==> config.mk <==
export PLATFORM = sky130hd
export DESIGN_NAME = uart_rx_8n1
export DESIGN_NICKNAME = d
export VERILOG_FILES = /design/src/rtl/uart_rx_8n1.sv
export SDC_FILE = /design/constraint.sdc
export NUM_CORES = 1
export LEC_CHECK = 0
export ABC_AREA = 1
export CORE_MARGIN = 2
export CORE_UTILIZATION = 59
export CTS_CLUSTER_SIZE = 12
export DETAILED_ROUTE_END_ITERATION = 12
export GPL_ROUTABILITY_DRIVEN = 0
export PLACE_DENSITY = 0.79
export SLEW_MARGIN = 40
export SYNTH_ARGS = -nofsm -noshare
export SYNTH_HDL_FRONTEND = slang
export SYNTH_SLANG_ARGS = --single-unit
==> constraint.sdc <==
create_clock -name clk -period 2.7 [get_ports clk]
set_input_delay 0.54 -clock clk [delete_from_list [all_inputs] [get_ports clk]]
set_output_delay 0.54 -clock clk [all_outputs]
set_load 0.05 [all_outputs]
==> src/rtl/uart_rx_8n1.sv <==
// uart_rx_8n1 -- 8N1 UART receiver feeding the PIC16F628A USART receive path.
//
// Synchronises the asynchronous rxd pin, oversamples each bit with a prescaled
// tick, validates start and stop bits and hands bytes over through a 2-entry
// FIFO that mirrors the PIC's RCREG double buffer.
//
// Ports:
//   clk          system clock (single domain)
//   rst          asynchronous reset, active-high
//   rxd          raw serial input, idle high
//   rx_data      byte at the FIFO head, meaningful while rx_valid=1
//   rx_valid     FIFO not empty
//   rx_ready     pop strobe, taken when rx_valid && rx_ready at a clk edge
//   framing_err  sticky: a stop bit was sampled low
//   overrun_err  sticky: a byte arrived while the FIFO was full
//   err_clr      one-cycle pulse clearing both error flags
//   busy         receiver is not idle
module uart_rx_8n1 #(
  parameter int CLK_HZ     = 50000000,
  parameter int BAUD       = 9600,
  parameter int OVERSAMPLE = 16
) (
  input  logic       clk,
  input  logic       rst,
  input  logic       rxd,
  output logic [7:0] rx_data,
  output logic       rx_valid,
  input  logic       rx_ready,
  output logic       framing_err,
  output logic       overrun_err,
  input  logic       err_clr,
  output logic       busy
);

  localparam int DIV    = CLK_HZ / (BAUD * OVERSAMPLE);
  localparam int DIV_W  = (DIV > 1) ? $clog2(DIV) : 1;
  localparam int TICK_W = $clog2(OVERSAMPLE);

  localparam logic [DIV_W-1:0]  DIV_LAST  = DIV_W'(DIV - 1);
  localparam logic [TICK_W-1:0] HALF_LAST = TICK_W'(OVERSAMPLE / 2 - 1);
  localparam logic [TICK_W-1:0] FULL_LAST = TICK_W'(OVERSAMPLE - 1);

  typedef enum logic [2:0] {
    S_IDLE,
    S_START,
    S_DATA,
    S_STOP,
    S_BREAK
  } state_t;

  state_t              state_q, state_d;
  logic                sync1_q, sync1_d;
  logic                rxd_s_q, rxd_s_d;
  logic                rxd_prev_q, rxd_prev_d;
  logic [1:0]          flush_q, flush_d;
  logic [DIV_W-1:0]    div_q, div_d;
  logic [TICK_W-1:0]   tick_cnt_q, tick_cnt_d;
  logic [2:0]          bit_q, bit_d;
  logic [7:0]          shift_q, shift_d;
  logic [7:0]          mem0_q, mem0_d;
  logic [7:0]          mem1_q, mem1_d;
  logic [1:0]          cnt_q, cnt_d;
  logic                fe_q, fe_d;
  logic                oe_q, oe_d;

  logic                tick;
  logic                push_req;
  logic                fe_set;
  logic                oe_set;
  logic                pop;
  logic [1:0]          fill;

  always_comb begin
    state_d    = state_q;
    div_d      = div_q;
    tick_cnt_d = tick_cnt_q;
    bit_d      = bit_q;
    shift_d    = shift_q;
    mem0_d     = mem0_q;
    mem1_d     = mem1_q;
    cnt_d      = cnt_q;
    push_req   = 1'b0;
    fe_set     = 1'b0;
    oe_set     = 1'b0;
    fill       = cnt_q;

    sync1_d    = rxd;
    rxd_s_d    = sync1_q;
    rxd_prev_d = rxd_s_q;
    // Edge detection is held off until the synchroniser and the previous-value
    // flop carry real line samples, so a line that is low at reset release is
    // not mistaken for a start bit.
    flush_d    = (flush_q == 2'd3) ? flush_q : flush_q + 2'd1;

    tick  = (div_q == DIV_LAST);
    div_d = tick ? '0 : div_q + 1'b1;

    case (state_q)
      S_IDLE: begin
        if ((flush_q == 2'd3) && rxd_prev_q && !rxd_s_q) begin
          state_d    = S_START;
          div_d      = '0;   // phase-align the tick to the start edge
          tick_cnt_d = '0;
        end
      end
      S_START: begin
        if (tick) begin
          if (tick_cnt_q == HALF_LAST) begin
            tick_cnt_d = '0;
            bit_d      = 3'd0;
            state_d    = rxd_s_q ? S_IDLE : S_DATA;
          end else begin
            tick_cnt_d = tick_cnt_q + 1'b1;
          end
        end
      end
      S_DATA: begin
        if (tick) begin
          if (tick_cnt_q == FULL_LAST) begin
            tick_cnt_d = '0;
            shift_d    = {rxd_s_q, shift_q[7:1]};
            bit_d      = bit_q + 3'd1;
            if (bit_q == 3'd7) begin
              state_d = S_STOP;
            end
          end else begin
            tick_cnt_d = tick_cnt_q + 1'b1;
          end
        end
      end
      S_STOP: begin
        if (tick) begin
          if (tick_cnt_q == FULL_LAST) begin
            tick_cnt_d = '0;
            if (rxd_s_q) begin
              // While an overrun is pending, framed bytes are discarded.
              push_req = !oe_q;
              state_d  = S_IDLE;
            end else begin
              fe_set  = 1'b1;
              state_d = S_BREAK;
            end
          end else begin
            tick_cnt_d = tick_cnt_q + 1'b1;
          end
        end
      end
      S_BREAK: begin
        if (rxd_s_q) begin
          state_d = S_IDLE;
        end
      end
      default: state_d = S_IDLE;
    endcase

    // FIFO: pop is applied first so a push into a full FIFO that is being
    // popped in the same cycle succeeds.
    pop = (cnt_q != 2'd0) && rx_ready;
    if (pop) begin
      mem0_d = mem1_q;
      fill   = cnt_q - 2'd1;
    end
    if (push_req) begin
      case (fill)
        2'd0: begin
          mem0_d = shift_q;
          fill   = 2'd1;
        end
        2'd1: begin
          mem1_d = shift_q;
          fill   = 2'd2;
        end
        default: oe_set = 1'b1;
      endcase
    end
    cnt_d = fill;

    // A new error event wins over a coincident clear.
    fe_d = fe_set | (fe_q & ~err_clr);
    oe_d = oe_set | (oe_q & ~err_clr);
  end

  always_ff @(posedge clk or posedge rst) begin
    if (rst) begin
      state_q    <= S_IDLE;
      sync1_q    <= 1'b1;
      rxd_s_q    <= 1'b1;
      rxd_prev_q <= 1'b1;
      flush_q    <= 2'd0;
      div_q      <= '0;
      tick_cnt_q <= '0;
      bit_q      <= 3'd0;
      shift_q    <= 8'h00;
      mem0_q     <= 8'h00;
      mem1_q     <= 8'h00;
      cnt_q      <= 2'd0;
      fe_q       <= 1'b0;
      oe_q       <= 1'b0;
    end else begin
      state_q    <= state_d;
      sync1_q    <= sync1_d;
      rxd_s_q    <= rxd_s_d;
      rxd_prev_q <= rxd_prev_d;
      flush_q    <= flush_d;
      div_q      <= div_d;
      tick_cnt_q <= tick_cnt_d;
      bit_q      <= bit_d;
      shift_q    <= shift_d;
      mem0_q     <= mem0_d;
      mem1_q     <= mem1_d;
      cnt_q      <= cnt_d;
      fe_q       <= fe_d;
      oe_q       <= oe_d;
    end
  end

  assign rx_data     = mem0_q;
  assign rx_valid    = (cnt_q != 2'd0);
  assign framing_err = fe_q;
  assign overrun_err = oe_q;
  assign busy        = (state_q != S_IDLE);

endmodule

==> summary.md, run 1 <==
| Metric | Value |
|---|---|
| # Post-CTS Setup Buffers | `0` |
| Critical path type | `flip-flop to output port` |
| Post-synthesis instance area | `0.00269 mm²` |
| Internal Pwr Total | `1.64 mW` |
| Filler cells | `346` |
| Cell Pwr Density | `854 mW/mm²` |
| Num CTS Buffers | `5` |
| Clock Tree Buf Depth | `2` |
| Buf/Inv on CP | `2` |
| CP peak stage delay | `0.81 ns` |
| Leak | `1.53 nW` |
| Clock Latency Late Sink | `0.32 ns` |
| Peak VDD IR | `0.502 mV` |
| Reg2Reg Launch Point | `cnt_q[0]` |
| Vias in the first global route | `1907` |
| F_max | `0.420 GHz` |
| Slew @ Worst Pin | `0.543 ns` |
| Top cell type's share of synthesized area | `45.7%` |
| CTS tree | `done` |
| Hold_sp | `rxd_s_d` |
| Syn Inst Count | `305` |
| DRT antenna net count | `0` |
| GRT Util Overall | `22.4%` |
| Synth Area in Compound Gates | `9.65%` |
| Pin count of the biggest net entering global routing | `30` |
| Die extent in x | `71.5 µm` |
| Commonest non-fill, non-tap cell in the layout | `nand2_1` |
| Detailed Route WL | `5160 µm` |
| Relative slew slack | `63.7%` |
| Final min period | `2.38 ns` |
| Post-synthesis mux area share | `3.77%` |
| Main combinational cell family by area after synthesis | `simple AND/OR/NAND/NOR gates` |
| Via count | `2003` |
| Final Max Tran Viols | `0` |
| Syn Nets | `320` |
| Worst Setup SP | `state_q[1]` |
| Initial core utilization | `61.2%` |
| Post-CTS Resized | `0` |
| Endpoints failing hold | `0` |
| Initial drt markers | `238` |
| Via/cell ratio | `5.31` |
| Clock Power Share | `28.0%` |
| Required time of the worst setup path | `2.16 ns` |
| Routed WL per cell | `13.7 µm` |
| Dpl hpwl | `3520 µm` |
| Root Buffer | `clkbuf_8` |
| Period utilization | `88.2%` |
| YS warnings | `0` |
| Average cell area after synthesis | `8.80 µm²` |
| Die Y-Extent | `71.5 µm` |
| Max-cap viol count | `0` |
| Clk_skew | `0.0126 ns` |
| Crit-path max FO | `8` |
| Reg power frac | `37.6%` |
| Psw | `0.961 mW` |
| Status | `complete, no violations` |
| Core area | `0.00438 mm²` |
| DRT Pass-1 Iters | `4` |
| Yosys reg bits | `52` |
| Slowest CP cell | `clkdlybuf4s50_1` |
| PortBufs | `16` |
| Clock-pin slew on the worst setup and hold paths | `0.09 ns` |
| Post-synthesis xor/xnor area fraction | `0.979%` |
| CTS Hold Buffers Added | `0` |
| Synth area leader | `dfrtp_1` |
| Sequential-to-total area share from yosys stat | `48.6%` |
| First-pass GRT wire length | `8970 µm` |
| Most frequent cells in the layout | `nand2_1 (79), dfrtp_1 (49), inv_1 (35), nor2_1 (27), o21ai_0 (18)` |
| Area share of fa/ha/maj cells after synthesis | `4.66%` |
| Setup_tns | `0 ns` |
| Diode count | `0` |
| P&R area growth vs syn | `13.6%` |
| Post-synthesis simple-gate area fraction | `25.3%` |
| RSZ-0062 raised after global routing | `no` |
| CTS HTree Levels | `2` |
| Crit start category | `flip-flop` |
| Logic pwr share | `34.4%` |
| Fraction of layout cells with a size suffix above 1 | `13.5%` |
| Worst Hold Slack | `0.361 ns` |
| HP Class | `flip-flop to flip-flop` |
| Row cnt | `24` |
| Antenna violations before repair | `0` |
| # setup viols final | `0` |
| CP Capture Type | `output port` |
| Io pins | `17` |
| Post-route insts no fill | `377` |
| Crit path DAT | `1.84 ns` |
| Final-stage net count | `339` |
| Gr ovfl total | `0` |
| Top post-synthesis cells by area | `dfrtp_1 (46%), nand2_1 (11%), inv_1 (5.0%)` |
| Placed Cells | `369` |
| Sw frac | `36.9%` |
| Clock Sinks | `52` |
| Crit path cell chain | `inv_1 -> nand2_1 -> clkdlybuf4s50_1` |
| Synth cell types | `31` |
| Die area | `0.00511 mm²` |
| # DRC | `0` |
| Crit path max-delay family | `buffers and inverters` |
[state kept, by name (all words and copies together), names as in the netlist]
name and cells:
rxd_prev_d 1, bit_q 3, rx_data 8, state_q 3
rxd_prev_q 1, mem1_q 8, rxd_s_d 1, overrun_err 1
cnt_q 2, div_q 9, tick_cnt_q 4, shift_q 8
flush_q 2, framing_err 1
[cells by family (layout without fill, tap and decap cells)]
| logic type | Yosys count | after routing |
|---|---|---|
| DFF | 52 | 52 |
| AOI/OAI and AO/OA | 43 | 43 |
| adders and majority gates | 10 | 10 |
| buffers and inverters | 43 | 63 |
| and+or+nand+nor | 145 | 145 |
| muxes | 9 | 9 |
| xor gates and xnor gates | 3 | 3 |
[layout make-up]
class / count / area [µm²] / share of cell area (%)
inverters: 36 / 135 / 4.43
flip-flops and latches: 52 / 1310 / 42.8
multi-input cells: 210 / 1190 / 39.0
clock inverters: 3 / 90.1 / 2.95
repair buffers: 19 / 195 / 6.40
clock buffers: 5 / 68.8 / 2.26
well taps: 52 / 65.1 / 2.13
[path summary, 6_finish.rpt]
check                              to  slack, ns  cells past startpoint
min in group asynchronous  rx_data[7]       0.57                      2
hold / removal             rxd_prev_d       0.36                      0
max in group asynchronous  rxd_prev_q       1.51                      3
hold reg to reg            rxd_prev_d       0.36                      0
setup reg to reg           rx_data[7]       0.66                     10
setup / recovery                 busy       0.32                      3
[stage by stage]
step / instance area [µm²] / utilization [%] / total power [mW] / worst slack, ns
detailed placement: 2890 / 65.9 / 1.87 / 0.327
global route: 3050 / 69.5 / 2.77 / 0.236
floorplan: 2690 / - / 1.64 / 0.306
CTS: 3050 / 69.5 / 2.61 / 0.318
global placement: 2890 / 65.9 / 1.84 / 0.405
finish: 3050 / 69.5 / 2.60 / 0.320
[synthesized netlist by cell type (all sizes together)]
| master | number |
|---|---|
| nand2 | 81 |
| dfrtp | 49 |
| inv | 36 |
| o21ai | 32 |
| nor2 | 31 |
| nand4 | 14 |
| nand3 | 13 |
| ha | 10 |
| mux2 | 9 |
| a21oi | 8 |
| buf | 6 |
| dfstp | 3 |
| nand3b | 3 |
| o21a | 2 |
| xor2 | 2 |
| clkbuf | 1 |
| nor3 | 1 |
| nor3b | 1 |
| o22ai | 1 |
| or2 | 1 |
| xnor2 | 1 |
[power groups by stage]
stage,sequential [mW],combinational [mW],clock (mW)
after floorplan,0.959,0.684,0
after global placement,0.986,0.857,0
after detailed placement,0.992,0.877,0
after CTS,0.976,0.894,0.738
after global routing,0.993,1.01,0.766
final,0.979,0.895,0.729
[per-layer routing]
metal | GRT usage (%) | part of all wire (%) | wire length (µm)
met4 | 6.50 | 1.3 | 68
met5 | 0 | 0 | 0
met2 | 35.4 | 46 | 2390
met1 | 31.6 | 49 | 2520
met3 | 4.78 | 3.5 | 183
No activity file was read; power rests on OpenSTA's default activity.
==> inputs of run 2 (changes only) <==
CTS_CLUSTER_DIAMETER = 30   (was not set)
==> results of run 2 <==
No change in the layout: final DEF, timing and power equal those of run 1.
